$ cat config.mk
export PLATFORM = sky130hd
export DESIGN_NAME = ysyx_24080014_ifu
export DESIGN_NICKNAME = d
export VERILOG_FILES = /design/src/rtl/ysyx_24080014_pkg.sv /design/src/rtl/ysyx_24080014_ifu.sv
export SDC_FILE = /design/constraint.sdc
export NUM_CORES = 1
export LEC_CHECK = 0
export ABC_AREA = 1
export CORE_MARGIN = 4
export CORE_UTILIZATION = 35
export CTS_CLUSTER_SIZE = 8
export DETAILED_ROUTE_END_ITERATION = 10
export GPL_TIMING_DRIVEN = 0
export HOLD_SLACK_MARGIN = 0.05
export PLACE_DENSITY_LB_ADDON = 0.1
export SLEW_MARGIN = 20
export SYNTH_ARGS = -nofsm -noshare
export SYNTH_HDL_FRONTEND = slang
export SYNTH_SLANG_ARGS = --single-unit
$ cat constraint.sdc
create_clock -name clk -period 1.2 [get_ports clk]
set_input_delay 0.18 -clock clk [delete_from_list [all_inputs] [get_ports clk]]
set_output_delay 0.18 -clock clk [all_outputs]
set_load 0.1 [all_outputs]
$ cat src/rtl/ysyx_24080014_pkg.sv
// Shared types and constants for the ysyx_24080014 instruction fetch unit.
package ysyx_24080014_pkg;

    typedef enum logic [2:0] {
        S_BOOT = 3'd0,
        S_REQ  = 3'd1,
        S_RESP = 3'd2,
        S_OUT  = 3'd3,
        S_WAIT = 3'd4
    } ifu_state_e;

    localparam logic [1:0] ERR_NONE     = 2'b00;
    localparam logic [1:0] ERR_ACCESS   = 2'b01;
    localparam logic [1:0] ERR_MISALIGN = 2'b10;

    localparam logic [31:0] RESET_PC_DEFAULT = 32'h8000_0000;
    localparam logic [31:0] NOP_INST         = 32'h0000_0013;

endpackage

$ cat src/rtl/ysyx_24080014_ifu.sv
// Instruction fetch unit: owns the PC, issues one read per retired instruction
// and presents {inst, pc, err_cause} to decode.
module ysyx_24080014_ifu
    import ysyx_24080014_pkg::*;
#(
    parameter logic [31:0] RESET_PC = RESET_PC_DEFAULT,
    parameter int          XLEN     = 32
) (
    input  logic            clk,
    input  logic            rst_n,
    input  logic            npc_valid,
    input  logic [XLEN-1:0] npc,
    output logic            ar_valid,
    input  logic            ar_ready,
    output logic [XLEN-1:0] ar_addr,
    input  logic            r_valid,
    output logic            r_ready,
    input  logic [31:0]     r_data,
    input  logic [1:0]      r_resp,
    output logic            inst_valid,
    input  logic            inst_ready,
    output logic [31:0]     inst,
    output logic [XLEN-1:0] inst_pc,
    output logic [1:0]      err_cause
);

    ifu_state_e      state_q, state_d;
    logic [XLEN-1:0] pc_q, pc_d;
    logic [31:0]     inst_q, inst_d;
    logic [1:0]      err_q, err_d;

    always_ff @(posedge clk or negedge rst_n) begin
        if (!rst_n) begin
            state_q <= S_BOOT;
            pc_q    <= RESET_PC[XLEN-1:0];
            inst_q  <= '0;
            err_q   <= ERR_NONE;
        end else begin
            state_q <= state_d;
            pc_q    <= pc_d;
            inst_q  <= inst_d;
            err_q   <= err_d;
        end
    end

    always_comb begin
        state_d = state_q;
        pc_d    = pc_q;
        inst_d  = inst_q;
        err_d   = err_q;
        unique case (state_q)
            S_BOOT: state_d = S_REQ;
            S_REQ: begin
                if (ar_ready) state_d = S_RESP;
            end
            S_RESP: begin
                if (r_valid) begin
                    inst_d  = r_data;
                    err_d   = (r_resp != 2'b00) ? ERR_ACCESS : ERR_NONE;
                    state_d = S_OUT;
                end
            end
            S_OUT: begin
                if (inst_ready) state_d = S_WAIT;
            end
            S_WAIT: ;
            default: state_d = S_BOOT;
        endcase

        // Both PC-load paths share the alignment check; a misaligned target
        // skips the bus and reports a NOP carrying the fault.
        if ((state_q == S_WAIT && npc_valid) ||
            (state_q == S_OUT && inst_ready && npc_valid)) begin
            pc_d = npc;
            if (npc[1:0] == 2'b00) begin
                state_d = S_REQ;
            end else begin
                state_d = S_OUT;
                inst_d  = NOP_INST;
                err_d   = ERR_MISALIGN;
            end
        end
    end

    assign ar_valid   = (state_q == S_REQ);
    assign r_ready    = (state_q == S_RESP);
    assign inst_valid = (state_q == S_OUT);
    assign ar_addr    = pc_q;
    assign inst_pc    = pc_q;
    assign inst       = inst_q;
    assign err_cause  = err_q;

    npc_only_when_retiring: assert property (
        @(posedge clk) disable iff (!rst_n)
        npc_valid |-> (state_q == S_WAIT || (state_q == S_OUT && inst_ready))
    );

endmodule

==> results.md <==
* Seq/Total Area, Yosys at 0.527
* Largest stage delay, worst path at 460 ps
* DRC errors left at 0
* Most numerous cell in the Yosys netlist: nand2_1
* Post-Syn Nets at 492
* CTS tree: yes
* DRT Wirelength at 10600 um
* Die area at 0.0110 sq mm
* Number of routed nets with antenna violations at 0
* Post-route cell area at 0.00678 sq mm
* Initial Util at 0.357
* Area Growth Syn to Fin at 107%
* Register-to-Register Path Depth at 9
* RSZ-0062 raised after global routing: yes
* Antenna Cells at 0
* Synth unique cells at 19
* Cell count after synthesis at 420
* Max cap viols at 0
* Crit Path Category: reg2out
* Final setup viols at 127
* Slew HR at 0.728
* Data required, critical path at 1020 ps
* DR pass1 iterations at 4
* Port Buf Inserts at 172
* CP Buf/Inv Count at 2
* Vias in the first global route at 3239
* Nets@finish at 695
* WP depth at 4
* Dominant synthesized flop cell: dfrtp_1
* Die width at 105 um
* Post-Syn Area at 0.00328 sq mm
* Clock-pin slew on the worst setup and hold paths at 80 ps
* EDFF count, synth at 0
* First-pass GRT wire length at 17300 um
* DP HPWL at 6850 um
* Slowest CP cell: dfrtp_2
* Initial antenna violation count at 0
* Via density at 4.40
* Startpoint types: register
* Crit path max-delay family: flip-flops
* DR iter-0 viols at 94
* # IOs at 173
* Via count at 3253
* Total GRT Usage at 0.197
* Routability cong. at 0.810
* Crit path max fanout at 5
* Flops & latches, synth at 69
* Inserted Clock Buffers at 9
* GRT overflow at 0
* Layout cells sized above 1 at 0.430
* Critical Path AT at 1310 ps
* Crit share post-route at 1.24
* Placement-stage cell area at 0.00531 sq mm
* Layout Skew at 10.2 ps
* Synth top area share at 0.519
* Synth area leaders: dfrtp_1 52%, nand2_1 27%, buf_4 8.2%
* Worst-Margin Slew at 408 ps
* Vert. Die Dim at 105 um
* Yosys warns at 0
* CP Capture Type: output pin
* Largest net degree at the start of global routing at 41
* Setup WS pre-CTS at -971 ps
* Slew Viols, Final at 0
* Status: finished with violations
* Minimum period implied by the final worst setup slack at 1490 ps
* Routed length per placed instance at 14.4 um
* Ys async rst share at 1.00
* CTS max path bufs at 2
* Final Core Density at 0.737
* Synthesized area per cell at 7.81 sq um
* Cell Rows at 35
* Final worst slack at -292 ps
* Yosys top cell by area: dfrtp_1
* Failing checks: setup timing
* H-tree depth at 3
* Synth cell count leaders: 234 x nand2_1, 68 x dfrtp_1, 40 x inv_1
* Fmax at 0.670 GHz
* Critical Path, Cell by Cell: nor2_4 -> nand2_4 -> clkinvlp_4 -> buf_12
* Final Hold Fails at 0
* Area of the core at 0.00920 sq mm
* Hold crit path type: in2async
* Clock Tree Root: clkbuf_8
* # clock sinks at 69
* Worst skew pair latency at 340 ps
==> repair_timing <==
action,in CTS,in global routing
cloned,4,1
setup buffers,9,5
endpoints found under the setup margin,169,152
hold endpoints to repair,29,0
pin swaps,9,9
hold buffers,1,0
gates resized for setup,906,39
==> flip-flops by register name, indices dropped and copies added, names as in the netlist <==
signal     flops
ar_addr       32
err_cause      2
inst          32
state_q        3
==> layout make-up <==
type | count | area, sq um
sequential | 69 | 1850
clock inverter | 4 | 70.1
inverter | 43 | 179
multi-input combinational | 260 | 1180
buffer | 47 | 543
timing repair buffer | 193 | 2660
tap | 111 | 139
fill | 653 | 2420
clock buffer | 12 | 155
==> layer usage <==
metal	vias to the layer above	share of wire	global-route usage	wire, um
met5	-	0	0	0
met4	0	0.020	0.0722	218
met3	18	0.059	0.0482	624
met2	117	0.51	0.332	5420
met1	1511	0.41	0.243	4370
li1	1607	-	-	-
==> per-stage QoR <==
stage               TNS, ps  std cells  hold slack, ps
floorplan             -6180        420            -116
global placement    -268700        703             473
detailed placement   -77120        704             141
CTS                  -18220        733             308
global route         -27700        739             332
finish               -19080        739             310
==> path summary, 6_finish.rpt <==
check / slack (ps) / startpoint / endpoint
min in group clk: 360 / npc[31] / ar_addr[31]$_DFFE_PN1N_
max reg2reg: -270 / state_q[2]$_DFFE_PN0P_ / inst[29]$_DFF_PN0_
max: -290 / state_q[2]$_DFFE_PN0P_ / r_ready
max in group asynchronous: 270 / rst_n / ar_addr[31]$_DFFE_PN1N_
min reg2reg: 540 / inst[0]$_DFF_PN0_ / inst[0]$_DFF_PN0_
min: 310 / rst_n / inst[25]$_DFF_PN0_
==> worst reg2reg max path: stages, from the launching register on <==
cell	delay (ps)
dfrtp_2	460
nor2_4	160
nand2_4	80
nor2_4	200
buf_6	170
buf_8	130
nand2_2	40
nand2_1	50
nand2_1	50
inv_1	60
==> layout by cell type (no fill, tap or decap), types with 2 or more instances in the layout <==
cell type          n
buf_12            68
buf_2              2
buf_4             16
buf_6             72
buf_8              9
bufinv_16          2
clkbuf_8          11
clkdlybuf4s50_1   70
clkinv_2           2
clkinvlp_4         2
dfrtp_1           34
dfrtp_2            3
dfrtp_4           31
inv_1             37
inv_4              2
nand2_1          202
nand2_2           30
nand2_4            4
nand3_1            5
nand3_2            4
nand3_4            2
nor2_1             4
nor2_4             3
==> logic make-up (layout without fill, tap and decap cells) <==
logic type | Yosys count | count (layout) | synth area share
flops | 69 | 69 | 0.527
buf+inv | 91 | 299 | 0.161
compound gates | 3 | 3 | 0.00534
simple gates | 257 | 257 | 0.306
Power is left out: the tool's default activity adds up to more than one toggle a clock period on the data nets, which glitch-free logic cannot reach.
